===== src/rtl/mips_pkg.sv =====
`default_nettype none
// ============================================================================
//  Module   : mips_pkg
//  Purpose  : Shared constants and types for the MIPS fetch-side PC logic.
//  Revision : 1.0 - initial release
// ============================================================================
package mips_pkg;

  // Default fetch address after reset (must be word aligned).
  localparam logic [31:0] RESET_PC_DEFAULT = 32'h0000_0000;

  // Bytes per instruction word; sequential fetch advances by this amount.
  localparam logic [31:0] WORD_BYTES = 32'd4;

  // PC sequencer states: BOOT is the single non-fetching cycle after reset.
  typedef enum logic [0:0] {
    BOOT = 1'b0,
    RUN  = 1'b1
  } pc_state_t;

endpackage : mips_pkg
`default_nettype wire


===== src/rtl/pc_next_unit_if.sv =====
`default_nettype none
// ============================================================================
//  Module   : pc_next_unit_if
//  Purpose  : Control/redirect bundle between decode/hazard logic and the
//             PC next-address unit, plus the fetch-side outputs.
//  Revision : 1.0 - initial release
// ============================================================================
interface pc_next_unit_if #(
  parameter int CNT_W = 16
);

  // Requests from hazard unit and decode
  logic              stall;
  logic              branch_taken;
  logic [31:0]       branch_off;
  logic              jump;
  logic [25:0]       jump_index;
  logic [31:0]       id_pc_plus4;

  // Fetch-side and debug outputs
  logic [31:0]       pc;
  logic [31:0]       pc_plus4;
  logic              fetch_valid;
  logic              flush;
  logic              align_err;
  logic [CNT_W-1:0]  redirect_cnt;

  // Requester side: drives control, observes fetch address.
  modport master (
    output stall, branch_taken, branch_off, jump, jump_index, id_pc_plus4,
    input  pc, pc_plus4, fetch_valid, flush, align_err, redirect_cnt
  );

  // PC unit side.
  modport slave (
    input  stall, branch_taken, branch_off, jump, jump_index, id_pc_plus4,
    output pc, pc_plus4, fetch_valid, flush, align_err, redirect_cnt
  );

endinterface : pc_next_unit_if
`default_nettype wire


===== src/rtl/pc_target_calc.sv =====
`default_nettype none
// ============================================================================
//  Module   : pc_target_calc
//  Purpose  : Combinational redirect target generation. Forms the branch and
//             jump targets, selects between them (jump first), and flags a
//             target whose low two bits are non-zero.
//  Revision : 1.0 - initial release
// ============================================================================
module pc_target_calc
  import mips_pkg::*;
(
  input  wire logic        jump_i,
  input  wire logic        branch_taken_i,
  input  wire logic [31:0] branch_off_i,
  input  wire logic [25:0] jump_index_i,
  input  wire logic [31:0] id_pc_plus4_i,
  output logic             redirect_o,
  output logic [31:0]      target_o,
  output logic             misaligned_o
);

  logic [31:0] branch_target_w;
  logic [31:0] jump_target_w;
  logic [31:0] raw_target_w;

  // Target arithmetic and selection; the branch add wraps modulo 2^32.
  always_comb begin
    branch_target_w = id_pc_plus4_i + branch_off_i;
    jump_target_w   = {id_pc_plus4_i[31:28], jump_index_i, 2'b00};
    raw_target_w    = jump_i ? jump_target_w : branch_target_w;
    redirect_o      = jump_i | branch_taken_i;
    // Low bits are forced to zero so fetch stays word aligned even on a bad offset.
    target_o        = raw_target_w & ~(WORD_BYTES - 32'd1);
    misaligned_o    = redirect_o && (raw_target_w[1:0] != 2'b00);
  end

endmodule : pc_target_calc
`default_nettype wire


===== src/rtl/pc_next_unit.sv =====
`default_nettype none
// ============================================================================
//  Module   : pc_next_unit
//  Purpose  : Program-counter register and next-PC arbitration
//             (jump > branch > stall > sequential), IF/ID flush pulse,
//             sticky misalignment flag and saturating redirect counter.
//  Revision : 1.0 - initial release
// ============================================================================
module pc_next_unit
  import mips_pkg::*;
#(
  parameter logic [31:0] RESET_PC = RESET_PC_DEFAULT,
  parameter int          CNT_W    = 16
) (
  input  wire logic          clk,
  input  wire logic          rst,
  pc_next_unit_if.slave      bus
);

  pc_state_t        state_q, state_d;
  logic [31:0]      pc_q, pc_d;
  logic [31:0]      pc_plus4_q, pc_plus4_d;
  logic             fetch_valid_q, fetch_valid_d;
  logic             flush_q, flush_d;
  logic             align_err_q, align_err_d;
  logic [CNT_W-1:0] cnt_q, cnt_d;

  logic             redirect_w;
  logic [31:0]      target_w;
  logic             misaligned_w;

  pc_target_calc u_target (
    .jump_i         (bus.jump),
    .branch_taken_i (bus.branch_taken),
    .branch_off_i   (bus.branch_off),
    .jump_index_i   (bus.jump_index),
    .id_pc_plus4_i  (bus.id_pc_plus4),
    .redirect_o     (redirect_w),
    .target_o       (target_w),
    .misaligned_o   (misaligned_w)
  );

  // Next-state arbitration: redirect beats stall, stall beats sequential advance.
  always_comb begin
    state_d       = state_q;
    pc_d          = pc_q;
    pc_plus4_d    = pc_plus4_q;
    fetch_valid_d = fetch_valid_q;
    flush_d       = 1'b0;
    align_err_d   = align_err_q;
    cnt_d         = cnt_q;
    case (state_q)
      BOOT: begin
        state_d       = RUN;
        fetch_valid_d = 1'b1;
      end
      RUN: begin
        fetch_valid_d = 1'b1;
        if (redirect_w) begin
          pc_d       = target_w;
          pc_plus4_d = target_w + WORD_BYTES;
          flush_d    = 1'b1;
          if (cnt_q != {CNT_W{1'b1}}) begin
            cnt_d = cnt_q + {{(CNT_W-1){1'b0}}, 1'b1};
          end
          if (misaligned_w) begin
            align_err_d = 1'b1;
          end
        end else if (!bus.stall) begin
          // pc_plus4 already holds the sequential address, so reuse it.
          pc_d       = pc_plus4_q;
          pc_plus4_d = pc_plus4_q + WORD_BYTES;
        end
      end
      default: begin
        state_d = BOOT;
      end
    endcase
  end

  // State and output registers; reset wins over every request.
  always_ff @(posedge clk) begin
    if (rst) begin
      state_q       <= BOOT;
      pc_q          <= RESET_PC;
      pc_plus4_q    <= RESET_PC + WORD_BYTES;
      fetch_valid_q <= 1'b0;
      flush_q       <= 1'b0;
      align_err_q   <= 1'b0;
      cnt_q         <= '0;
    end else begin
      state_q       <= state_d;
      pc_q          <= pc_d;
      pc_plus4_q    <= pc_plus4_d;
      fetch_valid_q <= fetch_valid_d;
      flush_q       <= flush_d;
      align_err_q   <= align_err_d;
      cnt_q         <= cnt_d;
    end
  end

  assign bus.pc           = pc_q;
  assign bus.pc_plus4     = pc_plus4_q;
  assign bus.fetch_valid  = fetch_valid_q;
  assign bus.flush        = flush_q;
  assign bus.align_err    = align_err_q;
  assign bus.redirect_cnt = cnt_q;

endmodule : pc_next_unit
`default_nettype wire


===== src/flat_wrapper.sv =====
// flat-port wrapper written by rule: the top's interface ports become plain ports
module pc_next_unit_flat import mips_pkg::*;
#(
  parameter logic [31:0] RESET_PC = RESET_PC_DEFAULT,
  parameter int          CNT_W    = 16
)
  (clk, rst, bus_stall, bus_branch_taken, bus_branch_off, bus_jump, bus_jump_index, bus_id_pc_plus4, bus_pc, bus_pc_plus4, bus_fetch_valid, bus_flush, bus_align_err, bus_redirect_cnt);
  pc_next_unit_if #(.CNT_W(CNT_W)) bus_i ();
  input  wire logic clk;
  input  wire logic rst;
  input wire logic [$bits(bus_i.stall)-1:0] bus_stall;
  input wire logic [$bits(bus_i.branch_taken)-1:0] bus_branch_taken;
  input wire logic [$bits(bus_i.branch_off)-1:0] bus_branch_off;
  input wire logic [$bits(bus_i.jump)-1:0] bus_jump;
  input wire logic [$bits(bus_i.jump_index)-1:0] bus_jump_index;
  input wire logic [$bits(bus_i.id_pc_plus4)-1:0] bus_id_pc_plus4;
  output wire logic [$bits(bus_i.pc)-1:0] bus_pc;
  output wire logic [$bits(bus_i.pc_plus4)-1:0] bus_pc_plus4;
  output wire logic [$bits(bus_i.fetch_valid)-1:0] bus_fetch_valid;
  output wire logic [$bits(bus_i.flush)-1:0] bus_flush;
  output wire logic [$bits(bus_i.align_err)-1:0] bus_align_err;
  output wire logic [$bits(bus_i.redirect_cnt)-1:0] bus_redirect_cnt;
  assign bus_i.stall = bus_stall;
  assign bus_i.branch_taken = bus_branch_taken;
  assign bus_i.branch_off = bus_branch_off;
  assign bus_i.jump = bus_jump;
  assign bus_i.jump_index = bus_jump_index;
  assign bus_i.id_pc_plus4 = bus_id_pc_plus4;
  assign bus_pc = bus_i.pc;
  assign bus_pc_plus4 = bus_i.pc_plus4;
  assign bus_fetch_valid = bus_i.fetch_valid;
  assign bus_flush = bus_i.flush;
  assign bus_align_err = bus_i.align_err;
  assign bus_redirect_cnt = bus_i.redirect_cnt;
  pc_next_unit #(.RESET_PC(RESET_PC), .CNT_W(CNT_W)) u_core (.clk(clk), .rst(rst), .bus(bus_i));
endmodule

===== config.mk =====
export PLATFORM = sky130hd
export DESIGN_NAME = pc_next_unit_flat
export DESIGN_NICKNAME = d
export VERILOG_FILES = /design/src/rtl/mips_pkg.sv /design/src/rtl/pc_next_unit_if.sv /design/src/rtl/pc_target_calc.sv /design/src/rtl/pc_next_unit.sv /design/src/flat_wrapper.sv
export SDC_FILE = /design/constraint.sdc
export NUM_CORES = 1
export LEC_CHECK = 0
export ABC_AREA = 1
export CAP_MARGIN = 20
export CELL_PAD_IN_SITES_DETAIL_PLACEMENT = 1
export CELL_PAD_IN_SITES_GLOBAL_PLACEMENT = 1
export CORE_ASPECT_RATIO = 0.6
export CORE_UTILIZATION = 34
export CTS_CLUSTER_SIZE = 24
export DETAILED_ROUTE_END_ITERATION = 12
export PLACE_DENSITY_LB_ADDON = 0.1
export RECOVER_POWER = 25
export REMOVE_ABC_BUFFERS = 1
export SKIP_LAST_GASP = 1
export SLEW_MARGIN = 20
export SYNTH_ARGS = -nofsm -noshare
export SYNTH_HDL_FRONTEND = slang
export SYNTH_SLANG_ARGS = --single-unit
export TNS_END_PERCENT = 10

===== constraint.sdc =====
create_clock -name clk -period 3.6 [get_ports clk]
set_input_delay 0.54 -clock clk [delete_from_list [all_inputs] [get_ports clk]]
set_output_delay 0.54 -clock clk [all_outputs]
set_load 0.1 [all_outputs]

# Word-level counts from Yosys, hierarchy flattened
# Cells that the tools add are included.
[word_totals]
wordCells = 27
inputBits = 95
out_inout_bits = 83
register_bits = 83
[classes]
n_reduce_logical = 6
bitwise = 2
n_addsub = 4
n_eq_ne = 2
mux = 7
[op_table]
columns = ["operator", "n"]
rows = [
  ["2-to-1 mux 32 bit", 5],
  ["adder 32 x 3 -> 32 bit, second input constant", 2],
  ["adder 32 bit", 1],
  ["adder 16 x 1 -> 16 bit, second input constant", 1],
  ["inequality test 16 bit, second input constant", 1],
  ["AND reduction 3 bit", 2],
  ["2-to-1 mux 1 bit", 2],
  ["inequality test 2 x 1 -> 1 bit, second input constant", 1],
  ["AND reduction 2 bit", 1],
  ["nonzero test 2 bit", 1],
  ["OR reduction 2 bit", 1],
  ["logical AND 1 bit", 1],
  ["inverter 1 bit", 1],
  ["OR 1 bit", 1],
]

# Logic depth before layout (Yosys ltp)
# Gate-level depths: netlist (run 1).
[depth]
word_depth = 5
depth_mapped = 23

# Modules after synthesis
# Synthesis (run 1) repeated with hierarchy kept, for this count alone.
[hier_totals]
hier_cells = 1320
area_unflattened_um2 = 7455.9
[modules_own_cells]
columns = ["mod", "area_per_inst_um2", "cells_per_inst", "seq_area_each_um2", "n_inst"]
rows = [
  ["pc_next_unit", 4709.5, 733, 1661.6, 1],
  ["pc_target_calc", 2746.4, 587, 0.0, 1],
]

# Worst setup path after synthesis (run 1)
# No wires, ideal clock.
[synth_timing]
path_type = "input -> register"
startpoint = "input port bus_id_pc_plus4[0]"
endpoint = "register u_core.pc_plus4_q[30], in the netlist u_core.bus.pc_plus4[30]"
path_stages = 19
setup_slack_ns = 0.745
path_buffers = 0
t_arrival_ns = 2.746
required_time_ns = 3.491
setup_ns = 0.109
path_cell_list = "ha_1 > inv_1 > fa_1 > xor2_1 > a21oi_1 > ha_1 > nand2_1 > nor2_4 > nand2_2 > nor2_2 > nand2_2 > nor2_4 > nand2_4 > nor2_8 > nand2_1 > nand2_1 > nand3_1 > nand2_1 > inv_1"
[synth_via]
elab_chain_len = 4
[synth_lines]
columns = ["item", "line_no", "text"]
rows = [
  ["start: declaration", "flat_wrapper.sv:16", "input wire logic [$bits(bus_i.id_pc_plus4)-1:0] bus_id_pc_plus4;"],
  ["adder 32 bit", "pc_target_calc.sv:28", "branch_target_w = id_pc_plus4_i + branch_off_i;"],
  ["2-to-1 mux 32 bit", "pc_target_calc.sv:30", "raw_target_w = jump_i ? jump_target_w : branch_target_w;"],
  ["adder 32 x 3 -> 32 bit", "pc_next_unit.sv:61", "pc_plus4_d = target_w + WORD_BYTES;"],
  ["2-to-1 mux 32 bit", "pc_next_unit.sv:59", "if (redirect_w) begin"],
  ["end signal: assignment", "pc_next_unit.sv:86", "pc_plus4_q <= RESET_PC + WORD_BYTES;"],
  ["end signal: assignment", "pc_next_unit.sv:94", "pc_plus4_q <= pc_plus4_d;"],
  ["end: declaration", "pc_next_unit.sv:22", "logic [31:0] pc_plus4_q, pc_plus4_d;"],
]
# Every way passes these cells.
# A chain may end at the register's enable or synchronous reset.

# Worst setup path after layout (run 1)
[layout_timing]
startpoint = "input port bus_jump"
endpoint = "register u_core.pc_plus4_q[31], in the netlist u_core.bus.pc_plus4[31]"
[layout_via]
elab_chain_len = 3
[layout_lines]
columns = ["item", "line_no", "text"]
rows = [
  ["start: declaration", "flat_wrapper.sv:14", "input wire logic [$bits(bus_i.jump)-1:0] bus_jump;"],
  ["2-to-1 mux 32 bit or OR 1 bit (tied branches)", "pc_target_calc.sv:30, pc_target_calc.sv:31", ""],
  ["adder 32 x 3 -> 32 bit or inequality test 2 x 1 -> 1 bit (tied branches)", "n/a", ""],
  ["2-to-1 mux 32 bit or AND reduction 2 bit (tied branches)", "n/a", ""],
]
# Parallel ways exist; a longest one is shown, timed or not.

==> results of run 1 <==
-- report_power, final --
group / total [mW] / leakage, nW / switching [mW] / internal [mW]
Combinational: 1.55 / 3.84 / 1.10 / 0.450
Clock: 1.19 / 0.182 / 0.405 / 0.786
Sequential: 0.982 / 0.650 / 0.0460 / 0.936
Total: 3.72 / 4.67 / 1.55 / 2.17
-- per-stage QoR --
stage | cell area, um2 | util (%) | power [mW] | TNS [ns] | setup slack [ns]
final | 9550 | 47.2 | 3.72 | 0 | 0.268
after global placement | 9190 | 45.4 | 2.52 | 0 | 0.0655
after detailed placement | 9190 | 45.4 | 2.54 | -0.000662 | -0.000662
after floorplan | 6920 | - | 2.05 | -7.70 | -0.420
after CTS | 9570 | 47.3 | 3.74 | 0 | 0.384
after global routing | 9550 | 47.2 | 3.90 | 0 | 0.0507
-- flip-flops by register name, indices dropped and copies added (netlist names) --
name                     flops
u_core.bus.pc               30
u_core.bus.pc_plus4         30
u_core.bus.redirect_cnt     16
u_core.bus.align_err         1
u_core.bus.flush             1
u_core.state_q               1
-- worst reg2reg max path: stages (launching register included) --
cell	delay, ns
dfxtp_1	0.42
ha_1	0.30
nand3_1	0.11
nor2_1	0.12
inv_1	0.07
nor4_1	0.35
nand2_1	0.10
nand2_1	0.23
nor2_1	0.07
inv_1	0.13
nor2_1	0.05
inv_1	0.09
nor2_1	0.05
nand2_1	0.08
inv_1	0.07
a21oi_1	0.16
nor3_1	0.06
-- metal layers --
metal  share of wire, %  GRT usage, %
met2                 40          38.9
met1                 52          40.0
met4               0.76          4.03
met3                7.1          5.32
met5                  0             0
-- logic make-up after synthesis --
kind of cell,after synthesis,share of synthesized area (%)
flip-flops,79,22.3
other,1,0.0529
buffers and inverters,255,14.2
adder cells (fa/ha/maj),34,6.11
AND/OR/NAND/NOR,664,43.5
XOR/XNOR,8,0.988
AO/OA/AOI/OAI,165,12.8
-- layout by cell type, fill, tap and decap left out, types with 5 or more instances in the layout --
| cell type | n |
|---|---|
| nor3_1 | 16 |
| xor2_1 | 5 |
| o21ai_0 | 55 |
| a21oi_1 | 81 |
| nand3_1 | 87 |
| inv_1 | 215 |
| clkdlybuf4s50_1 | 146 |
| o22a_1 | 10 |
| nor2_2 | 23 |
| dlygate4sd3_1 | 27 |
| nand3_2 | 21 |
| nand2_2 | 28 |
| nor2_4 | 5 |
| dfxtp_1 | 79 |
| nand4_1 | 18 |
| nor2_1 | 117 |
| nand2_1 | 329 |
| ha_1 | 33 |
| o21ai_1 | 5 |
| clkbuf_16 | 9 |
| buf_4 | 18 |
-- final cells by class --
type,instances,share of cell area (%)
repair buffers,195,20.1
inverters,221,8.69
multi-input cells,875,47.1
clock buffers,11,2.65
clock inverters,5,1.34
flip-flops and latches,79,16.6
well taps,273,3.58
-- final timing paths --
| path | startpoint | to | slack [ns] |
|---|---|---|---|
| hold reg to reg | u_core.bus.align_err$_SDFFE_PP0P_ | u_core.bus.align_err$_SDFFE_PP0P_ | 0.45 |
| setup / recovery | bus_jump | u_core.bus.pc_plus4[31]$_SDFFE_PP0P_ | 0.27 |
| setup reg to reg | u_core.bus.redirect_cnt[0]$_SDFFE_PP0P_ | u_core.bus.redirect_cnt[14]$_SDFFE_PP0P_ | 1.01 |
| hold / removal | u_core.bus.align_err$_SDFFE_PP0P_ | u_core.bus.align_err$_SDFFE_PP0P_ | 0.45 |
==> results.tsv, run 1 <==
stage	metric	value	unit
worst_setup_path	cp_top_family	simple AND/OR/NAND/NOR gates	
logic_synthesis	synth_warnings	0	
cts	cts_resized	0	
cts	htree_levels	3	
cts	clk_latency	0.35	ns
placement	gp_congestion	0.924	
sta	drv_slew	34	
sta	tightest_slew	1.55	ns
worst_setup_path	critPathRequiredTime	3.84	ns
sta	rsz0062_at_grt	no	
routing	drc_errors	0	
sta	setup_viol	0	
placement	place_inst	1643	
routing	vias	8274	
worst_setup_path	crit_path_top_delay_cell	dlygate4sd3_1	
cts	cts.sinks	79	
power_and_ir_drop	p_per_area	390	mW/mm2
routing	drt_first_pass_iters	5	
floorplanning	coreArea	0.0202	mm2
floorplanning	io_pins	178	
worst_hold_path	hold_depth	2	
sta	hold_violations	0	
sta	max_slew_margin	-3.65	%
logic_synthesis	syn-cell-area	0.00709	mm2
floorplanning	dieArea	0.0215	mm2
grt	grt_pass1_wl	44600	um
routing	drt_iter0_markers	596	
floorplanning	start_util	35.1	%
logic_synthesis	yosys_register_bits	79	
power_and_ir_drop	p_leak	4.67	nW
routing	vias_per_cell	4.99	
sta	post-route-period-util	92.5	%
cells_and_area	drive_above_1_share	9.24	%
logic_synthesis	synth-edff-count	0	
sta	fin_skew	0.00753	ns
flow_run	max_cap_violations	1	
cells_and_area	seq_area	0.00158	mm2
worst_setup_path	cp-start-kind	input pin	
cts	cts-root-buf	clkbuf_16	
grt	grt_start_max_net_pins	59	
logic_synthesis	synth_area_leaders	dfxtp_1 (22%), nand2_1 (17%), inv_1 (11%), nor2_1 (6.2%), nand3_1 (6.1%)	
worst_setup_path	crit_type	in -> reg	
floorplanning	die_w	188	um
power_and_ir_drop	ir_drop	252	uV
grt	overflow	0	
sta	period_minus_slack	3.33	ns
cts	clk_path_buf_depth	2	
cells_and_area	diodes	0	
logic_synthesis	synth.distinct_cells	49	
cells_and_area	final_nets	1510	
worst_setup_path	r2r_cells	16	
worst_setup_path	crit_cells	18	
placement	dp_hpwl	22300	um
logic_synthesis	yosys.area.top_type	dfxtp_1	
worst_hold_path	hp-class	reg -> reg	
routing	routed_wl	27800	um
cts	cts_tree	yes	
logic_synthesis	yosys-top-cells-count	nand2_1 (328), inv_1 (213), nor2_1 (118), nand3_1 (87), a21oi_1 (80)	
cells_and_area	multi_input_comb_area	0.00450	mm2
logic_synthesis	syn_inst	1206	
worst_setup_path	crit_arrival	3.57	ns
cts	path_clk_slew	0.06	ns
floorplanning	die_height	114	um
grt	grt_usage	26.5	%
cts	cts_setup_buffers	0	
logic_synthesis	synth-main-ff-cell	dfxtp_1	
placement	numPortBuffers	173	
logic_synthesis	synthArstFlopShare	0	%
worst_setup_path	crit_path_end_kind	flop	
worst_setup_path	cpPeakStageDelay	0.67	ns
run_status	violations	max-capacitance violations, max-slew violations	
routing	drt-wirelength-per-cell	16.8	um
logic_synthesis	synth_most_common_cell	nand2_1	
worst_setup_path	cp_common_cell	nand2_1	
cells_and_area	fin_cells	1659	
worst_setup_path	critPathMaxFanout	9	
run_status	status	finished with violations	
cts	cts-buffers-inserted	9	
sta	max_freq	300	MHz
cells_and_area	area_growth	34.6	%
grt	grt_pass1_vias	8279	
cts	ctsHoldBuffers	0	
routing	antenna_left	0	
logic_synthesis	avgSynthCellArea	5.88	um2
worst_setup_path	path_buf_inv	5	
sta	holdWs	0.452	ns
floorplanning	rows	40	
cells_and_area	n_fill_cell	2776	
logic_synthesis	ys_seq_area_share	22.3	%
worst_setup_path	path_cells	dlygate4sd3_1, inv_1, nand2_1, inv_1, a21oi_1, nand2_2, inv_2, nand2_1, nor2_2, nand3_2, nor2_8, nand3_4, nor2_4, nand3_1, nand2_1, nand3_1, nand2_1, inv_1	
logic_synthesis	synth_top_area_share	22.3	%
grt	grt_antenna_before_repair	0	
Power figures use the tool's default switching activity.
==> run 2, diff against run 1 <==
--- a/config.mk
+++ b/config.mk
@@ -6,11 +6,9 @@
 export NUM_CORES = 1
 export LEC_CHECK = 0
 export ABC_AREA = 1
-export CAP_MARGIN = 20
-export CELL_PAD_IN_SITES_DETAIL_PLACEMENT = 1
-export CELL_PAD_IN_SITES_GLOBAL_PLACEMENT = 1
 export CORE_ASPECT_RATIO = 0.6
-export CORE_UTILIZATION = 34
+export CORE_MARGIN = 1.5
+export CORE_UTILIZATION = 51
 export CTS_CLUSTER_SIZE = 24
 export DETAILED_ROUTE_END_ITERATION = 12
 export PLACE_DENSITY_LB_ADDON = 0.1
==> results.tsv, run 2 (synthesized netlist as in run 1, its figures left out) <==
stage	metric	value	unit	change
cells_and_area	final_cell_mix	nand2_1 (329), inv_1 (215), clkdlybuf4s50_1 (146)		unchanged
sta	hold_violations	0		unchanged
routing	drt-wirelength-per-cell	15.1	um	was 16.8 um
sta	period_minus_slack	3.26	ns	was 3.33 ns
run_status	status	completed		was finished with violations
worst_setup_path	critPathRequiredTime	3.89	ns	was 3.84 ns
sta	tightest_slew	1.03	ns	was 1.55 ns
worst_setup_path	crit_path_end_kind	flop		unchanged
cells_and_area	final_nets	1507		was 1,510
cells_and_area	drive_above_1_share	9.18	%	was 9.24%
cells_and_area	layout_commonest_cell	nand2_1		unchanged
routing	vias	8222		was 8,274
worst_setup_path	cp_common_cell	nand2_1		unchanged
cts	cts_setup_buffers	0		unchanged
cts	cts_tree	yes		unchanged
grt	grt_pass1_vias	7353		was 8,279
grt	grt_pass1_wl	37500	um	was 44,600 um
power_and_ir_drop	internal_power	1.93	mW	was 2.17 mW
floorplanning	coreArea	0.0136	mm2	was 0.0202 mm2
worst_setup_path	critPathMaxFanout	5		was 9
power_and_ir_drop	finalPower	3.44	mW	was 3.72 mW
worst_setup_path	crit_path_top_delay_cell	clkdlybuf4s50_1		was dlygate4sd3_1
worst_setup_path	path_cells	clkdlybuf4s50_1, ha_1, nand2_1, inv_1, nand2_1, inv_1, a21oi_1, nand4_1, nand3_1, nand2_1, nor2_1, nand2_1, nor3_4, nand3_1, nand3_1, nand2_1, inv_1		was dlygate4sd3_1, inv_1, nand2_1, inv_1, a21oi_1, nand2_2, inv_2, nand2_1, nor2_2, nand3_2, nor2_8, nand3_4, nor2_4, nand3_1, nand2_1, nand3_1, nand2_1, inv_1
worst_setup_path	cpPeakStageDelay	0.40	ns	was 0.67 ns
worst_setup_path	crit_type	in -> reg		unchanged
routing	drt_first_pass_iters	5		unchanged
worst_setup_path	cp_top_family	simple AND/OR/NAND/NOR gates		unchanged
worst_setup_path	path_buf_inv	4		was 5
sta	rsz0062_at_grt	no		unchanged
worst_setup_path	r2r_cells	14		was 16
cts	ctsHoldBuffers	0		unchanged
worst_setup_path	cp-start-kind	input pin		unchanged
worst_setup_path	r2r_slack	1.01	ns	about the same
placement	dp_hpwl	18800	um	was 22,300 um
routing	antenna_left	0		unchanged
worst_setup_path	reg2reg_from	u_core.bus.redirect_cnt[0]$_SDFFE_PP0P_		unchanged
cells_and_area	n_fill_cell	1275		was 2,776
placement	gp_congestion	0.967		was 0.924
power_and_ir_drop	p_leak	4.62	nW	was 4.67 nW
cts	cts-root-buf	clkbuf_16		unchanged
cts	clk_latency	0.35	ns	about the same
power_and_ir_drop	p_switching	1.52	mW	was 1.55 mW
worst_setup_path	crit_arrival	3.55	ns	was 3.57 ns
sta	max_slew_margin	31.2	%	was -3.65%
power_and_ir_drop	p_clk_share	27.5	%	was 32.0%
sta	fin_skew	0.00927	ns	was 0.00753 ns
floorplanning	rows	33		was 40
sta	max_freq	306	MHz	was 300 MHz
worst_hold_path	hp-class	reg -> reg		unchanged
sta	fin_setup_tns	0	ns	unchanged
sta	drv_slew	0		was 34
routing	vias_per_cell	5.28		was 4.99
routing	routed_wl	23600	um	was 27,800 um
floorplanning	die_height	94.3	um	was 114 um
routing	drt_iter0_markers	703		was 596
floorplanning	dieArea	0.0146	mm2	was 0.0215 mm2
cells_and_area	area_growth	31.5	%	was 34.6%
worst_hold_path	min_to	u_core.bus.pc[17]$_SDFFE_PP0P_		was u_core.bus.align_err$_SDFFE_PP0P_
placement	numPortBuffers	173		unchanged
worst_setup_path	crit_cells	17		was 18
worst_hold_path	min_from	u_core.bus.pc[17]$_SDFFE_PP0P_		was u_core.bus.align_err$_SDFFE_PP0P_
grt	grt_start_max_net_pins	73		was 59
power_and_ir_drop	comb_power_share	44.1	%	was 41.6%
cts	cts-buffers-inserted	9		unchanged
floorplanning	start_util	52.0	%	was 35.1%
floorplanning	io_pins	178		unchanged
grt	grt_usage	32.7	%	was 26.5%
grt	overflow	0		unchanged
cts	htree_levels	3		unchanged
power_and_ir_drop	p_seq_share	28.4	%	was 26.4%
grt	grt_antenna_before_repair	0		unchanged
worst_setup_path	reg2reg_to	u_core.bus.redirect_cnt[15]$_SDFFE_PP0P_		was u_core.bus.redirect_cnt[14]$_SDFFE_PP0P_
power_and_ir_drop	p_per_area	369	mW/mm2	was 390 mW/mm2
cts	path_clk_slew	0.06	ns	about the same
cts	clk_path_buf_depth	2		unchanged
sta	post-route-period-util	90.7	%	was 92.5%
routing	drc_errors	0		unchanged
cells_and_area	diodes	0		unchanged
cts	cts_resized	0		unchanged
cts	cts.sinks	79		unchanged
power_and_ir_drop	ir_drop	295	uV	was 252 uV
flow_run	max_cap_violations	0		was 1
worst_hold_path	hold_depth	2		unchanged
floorplanning	die_w	155	um	was 188 um
sta	setup_viol	0		unchanged
power_and_ir_drop	swShare	44.0	%	was 41.6%
-- run 2: changes by cell type in the layout (fill, tap and decap cells not counted), moves of 2 or more --
| cell | delta |
|---|---|
| bufinv_16 | -3 |
| clkbuf_1 | -2 |
| clkbuf_8 | -2 |
| inv_6 | +2 |
-- run 2: layout make-up --
class	instances	area (um2)	share of cell area (%)
multi-input cells	875	4500	48.3
flip-flops and latches	79	1580	17.0
repair buffers	192	1890	20.2
clock inverters	7	80.1	0.859
clock buffers	9	225	2.42
inverters	221	830	8.90
well taps	175	219	2.35
-- run 2: power by group through the flow --
stage               registers [mW]  logic (mW)  clock network, mW
floorplan                     1.42       0.630                  0
global placement             0.996        1.50                  0
detailed placement           0.996        1.50                  0
CTS                          0.978        1.51              0.947
global route                 0.984        1.63              0.987
finish                       0.977        1.52              0.947
-- run 2: metrics by stage --
step,area [um2],std cells,utilization [%],hold slack (ns),setup slack (ns)
after global routing,9320,1558,68.4,0.474,0.0730
final,9320,1558,68.4,0.461,0.336
after CTS,9340,1558,68.5,0.466,0.363
after detailed placement,9030,1542,66.3,0.458,-0.00136
after global placement,9030,1542,66.3,0.451,0.0806
after floorplan,6920,1175,-,0.609,-0.420
-- run 2: worst max-delay path by stage --
stage | endpoint | slack (ns) | startpoint
6_report | u_core.bus.pc_plus4[31]$_SDFFE_PP0P_ | 0.34 | bus_id_pc_plus4[16]
3_5_place_dp | u_core.bus.pc_plus4[16]$_SDFFE_PP0P_ | -0.001 | bus_id_pc_plus4[0]
5_1_grt | u_core.bus.pc_plus4[28]$_SDFFE_PP0P_ | 0.07 | bus_id_pc_plus4[0]
2_1_floorplan | u_core.bus.pc_plus4[6]$_SDFFE_PP0P_ | -0.42 | u_core.state_q$_DFF_P_
3_3_place_gp | u_core.bus.pc_plus4[20]$_SDFFE_PP0P_ | 0.08 | bus_id_pc_plus4[0]
4_1_cts | u_core.bus.pc_plus4[16]$_SDFFE_PP0P_ | 0.36 | bus_id_pc_plus4[0]
-- run 2: per-layer routing --
layer | global-route usage, % | routed length [um] | vias to the layer above
met4 | 6.19 | 344 | 0
li1 | - | - | 4146
met2 | 46.6 | 8840 | 409
met3 | 8.63 | 2680 | 26
met1 | 48.9 | 11700 | 3641
met5 | 0 | 0 | -
-- run 2: tightest hold or removal path, delay by kind of cell, from the launching register on --
family / cells / cell delay (ns)
flops: 1 / 0.30
simple gates: 1 / 0.06
compound gates: 1 / 0.05
==> run 3, diff against run 2 <==
--- a/config.mk
+++ b/config.mk
@@ -11,6 +11,7 @@
 export CORE_UTILIZATION = 51
 export CTS_CLUSTER_SIZE = 24
 export DETAILED_ROUTE_END_ITERATION = 12
+export GPL_TIMING_DRIVEN = 0
 export PLACE_DENSITY_LB_ADDON = 0.1
 export RECOVER_POWER = 25
 export REMOVE_ABC_BUFFERS = 1
==> results.tsv, run 3 (synthesized netlist as in run 1, its figures left out) <==
stage	metric	value	unit	change
sta	fin_setup_tns	0	ns	unchanged
sta	drv_slew	0		unchanged
cts	cts_tree	yes		unchanged
sta	fin_skew	0.00970	ns	was 0.00927 ns
cts	cts-root-buf	clkbuf_16		unchanged
routing	vias	8061		was 8,222
worst_hold_path	min_from	u_core.bus.pc[23]$_SDFFE_PP0P_		was u_core.bus.pc[17]$_SDFFE_PP0P_
floorplanning	die_w	155	um	unchanged
placement	dp_hpwl	17900	um	was 18,800 um
grt	grt_util_met2	46.2	%	was 46.6%
routing	drt_iter0_markers	562		was 703
sta	setup_viol	0		unchanged
worst_setup_path	crit_path_end_kind	flop		unchanged
routing	antenna_left	0		unchanged
worst_setup_path	cp_common_cell	nand2_1		unchanged
worst_setup_path	path_cells	clkdlybuf4s50_1, ha_2, inv_1, fa_1, inv_1, nand3_1, nand3_2, nand2_1, nand3_1, nand2_2, inv_2, nand2_1, nor2_4, nand2_2, nor2_2, nand2_2, nor2_4, nand2_1, nor2_2, nand3_1, nand2_1, a21oi_1		was clkdlybuf4s50_1, ha_1, nand2_1, inv_1, nand2_1, inv_1, a21oi_1, nand4_1, nand3_1, nand2_1, nor2_1, nand2_1, nor3_4, nand3_1, nand3_1, nand2_1, inv_1
routing	vias_per_cell	5.24		was 5.28
run_status	status	completed		unchanged
grt	met1_usage	45.5	%	was 48.9%
cells_and_area	diodes	0		unchanged
worst_setup_path	path_buf_inv	4		unchanged
grt	grt_pass1_wl	36500	um	was 37,500 um
floorplanning	start_util	52.0	%	unchanged
cells_and_area	layout_commonest_cell	nand2_1		unchanged
placement	place_area	0.00896	mm2	was 0.00903 mm2
cells_and_area	final_area	0.00930	mm2	was 0.00932 mm2
worst_setup_path	crit_type	in -> reg		unchanged
placement	numPortBuffers	173		unchanged
sta	tightest_slew	1.06	ns	was 1.03 ns
cells_and_area	area_growth	31.1	%	was 31.5%
flow_run	max_cap_violations	0		unchanged
cells_and_area	final_nets	1491		was 1,507
routing	drt-wirelength-per-cell	14.9	um	was 15.1 um
cts	cts.sinks	79		unchanged
worst_setup_path	r2r_cells	14		unchanged
sta	max_freq	301	MHz	was 306 MHz
worst_setup_path	reg2reg_to	u_core.bus.redirect_cnt[15]$_SDFFE_PP0P_		unchanged
cts	htree_levels	3		unchanged
power_and_ir_drop	p_leak	4.59	nW	was 4.62 nW
sta	rsz0062_at_grt	no		unchanged
placement	gp_congestion	0.945		was 0.967
worst_setup_path	critPathRequiredTime	3.79	ns	was 3.89 ns
worst_setup_path	r2r_slack	0.86	ns	was 1.01 ns
power_and_ir_drop	ir_drop	221	uV	was 295 uV
grt	grt_pass1_vias	7230		was 7,353
worst_setup_path	crit_arrival	3.51	ns	was 3.55 ns
sta	hold_violations	0		unchanged
worst_hold_path	hold_depth	2		unchanged
grt	gr-max-usage-layer	met2		was met1
grt	grt_usage	31.9	%	was 32.7%
floorplanning	rows	33		unchanged
sta	max_slew_margin	29.1	%	was 31.2%
worst_setup_path	critPathMaxFanout	4		was 5
worst_setup_path	cpPeakStageDelay	0.46	ns	was 0.40 ns
routing	drc_errors	0		unchanged
sta	post-route-period-util	92.4	%	was 90.7%
floorplanning	coreArea	0.0136	mm2	unchanged
power_and_ir_drop	finalPower	3.36	mW	was 3.44 mW
grt	overflow	0		unchanged
cts	clk_latency	0.34	ns	was 0.35 ns
worst_setup_path	crit_path_top_delay_cell	clkdlybuf4s50_1		unchanged
floorplanning	die_height	94.3	um	unchanged
cells_and_area	final_cell_mix	nand2_1 (327), inv_1 (212), clkdlybuf4s50_1 (136)		was nand2_1 (329), inv_1 (215), clkdlybuf4s50_1 (146)
worst_setup_path	cp-start-kind	input pin		unchanged
worst_setup_path	cp_top_family	simple AND/OR/NAND/NOR gates		unchanged
cells_and_area	drive_above_1_share	8.80	%	was 9.18%
worst_setup_path	reg2reg_from	u_core.bus.redirect_cnt[0]$_SDFFE_PP0P_		unchanged
power_and_ir_drop	p_per_area	361	mW/mm2	was 369 mW/mm2
worst_hold_path	min_to	u_core.bus.pc[23]$_SDFFE_PP0P_		was u_core.bus.pc[17]$_SDFFE_PP0P_
cts	clk_path_buf_depth	2		unchanged
grt	grt_antenna_before_repair	0		unchanged
worst_hold_path	hp-class	reg -> reg		unchanged
floorplanning	io_pins	178		unchanged
routing	drt_first_pass_iters	5		unchanged
routing	routed_wl	23000	um	was 23,600 um
grt	grt_start_max_net_pins	54		was 73
worst_setup_path	startpoint	bus_id_pc_plus4[0]		was bus_id_pc_plus4[16]
floorplanning	dieArea	0.0146	mm2	unchanged
sta	period_minus_slack	3.33	ns	was 3.26 ns
cts	cts-buffers-inserted	9		unchanged
cells_and_area	fin_util	68.2	%	was 68.4%
cts	path_clk_slew	0.06	ns	about the same
grt	grtUsageMet3	11.2	%	was 8.63%
[run 3: what timing repair did]
action / 4_1_cts / 5_1_grt
setup endpoints to repair: 36 / 20
hold buffers: 0 / 0
pin swaps: 0 / 2
setup buffers: 0 / 0
gates resized for setup: 2 / 12
endpoints found under the hold margin: 0 / 0
[run 3: final cells by class]
type / instances / area (um2)
Multi-Input combinational cell: 875 / 4580
Fill cell: 1340 / 4330
Timing Repair Buffer: 176 / 1810
Sequential cell: 79 / 1580
Inverter: 221 / 837
Clock buffer: 9 / 225
Tap cell: 175 / 219
Clock inverter: 4 / 50.0
[run 3: how the worst max path moves through the flow]
stage / end / slack [ns] / depth (start not counted)
6_report: u_core.bus.pc_plus4[24]$_SDFFE_PP0P_ / 0.27 / 22
5_1_grt: u_core.bus.pc_plus4[31]$_SDFFE_PP0P_ / 0.02 / 21
4_1_cts: u_core.bus.pc_plus4[25]$_SDFFE_PP0P_ / 0.13 / 16
3_5_place_dp: u_core.bus.pc_plus4[6]$_SDFFE_PP0P_ / -0.75 / 11
3_3_place_gp: u_core.bus.pc_plus4[31]$_SDFFE_PP0P_ / -2.90 / 11
2_1_floorplan: u_core.bus.pc_plus4[6]$_SDFFE_PP0P_ / -0.42 / 8
[run 3: tightest hold or removal path, stage by stage (launching register included)]
cell and delay, ns:
dfxtp_1 0.30, nand2_1 0.05, a21oi_1 0.05
[run 3: power by group]
part	leakage, nW	switching, mW	internal (mW)
Clock	0.129	0.354	0.524
Combinational	3.81	1.07	0.437
Sequential	0.650	0.0375	0.936
[run 3: per-layer routing]
layer | vias to the layer above | wire [um]
li1 | 4115 | -
met1 | 3577 | 11200
met2 | 343 | 8890
met3 | 26 | 2640
met4 | 0 | 276
met5 | - | 0
[run 3: through the flow]
stage / setup slack (ns) / hold slack [ns] / cells
4_1_cts: 0.125 / 0.463 / 1539
3_3_place_gp: -2.90 / 0.448 / 1523
3_5_place_dp: -0.749 / 0.455 / 1526
2_1_floorplan: -0.420 / 0.609 / 1175
6_report: 0.275 / 0.456 / 1539
5_1_grt: 0.0153 / 0.479 / 1539
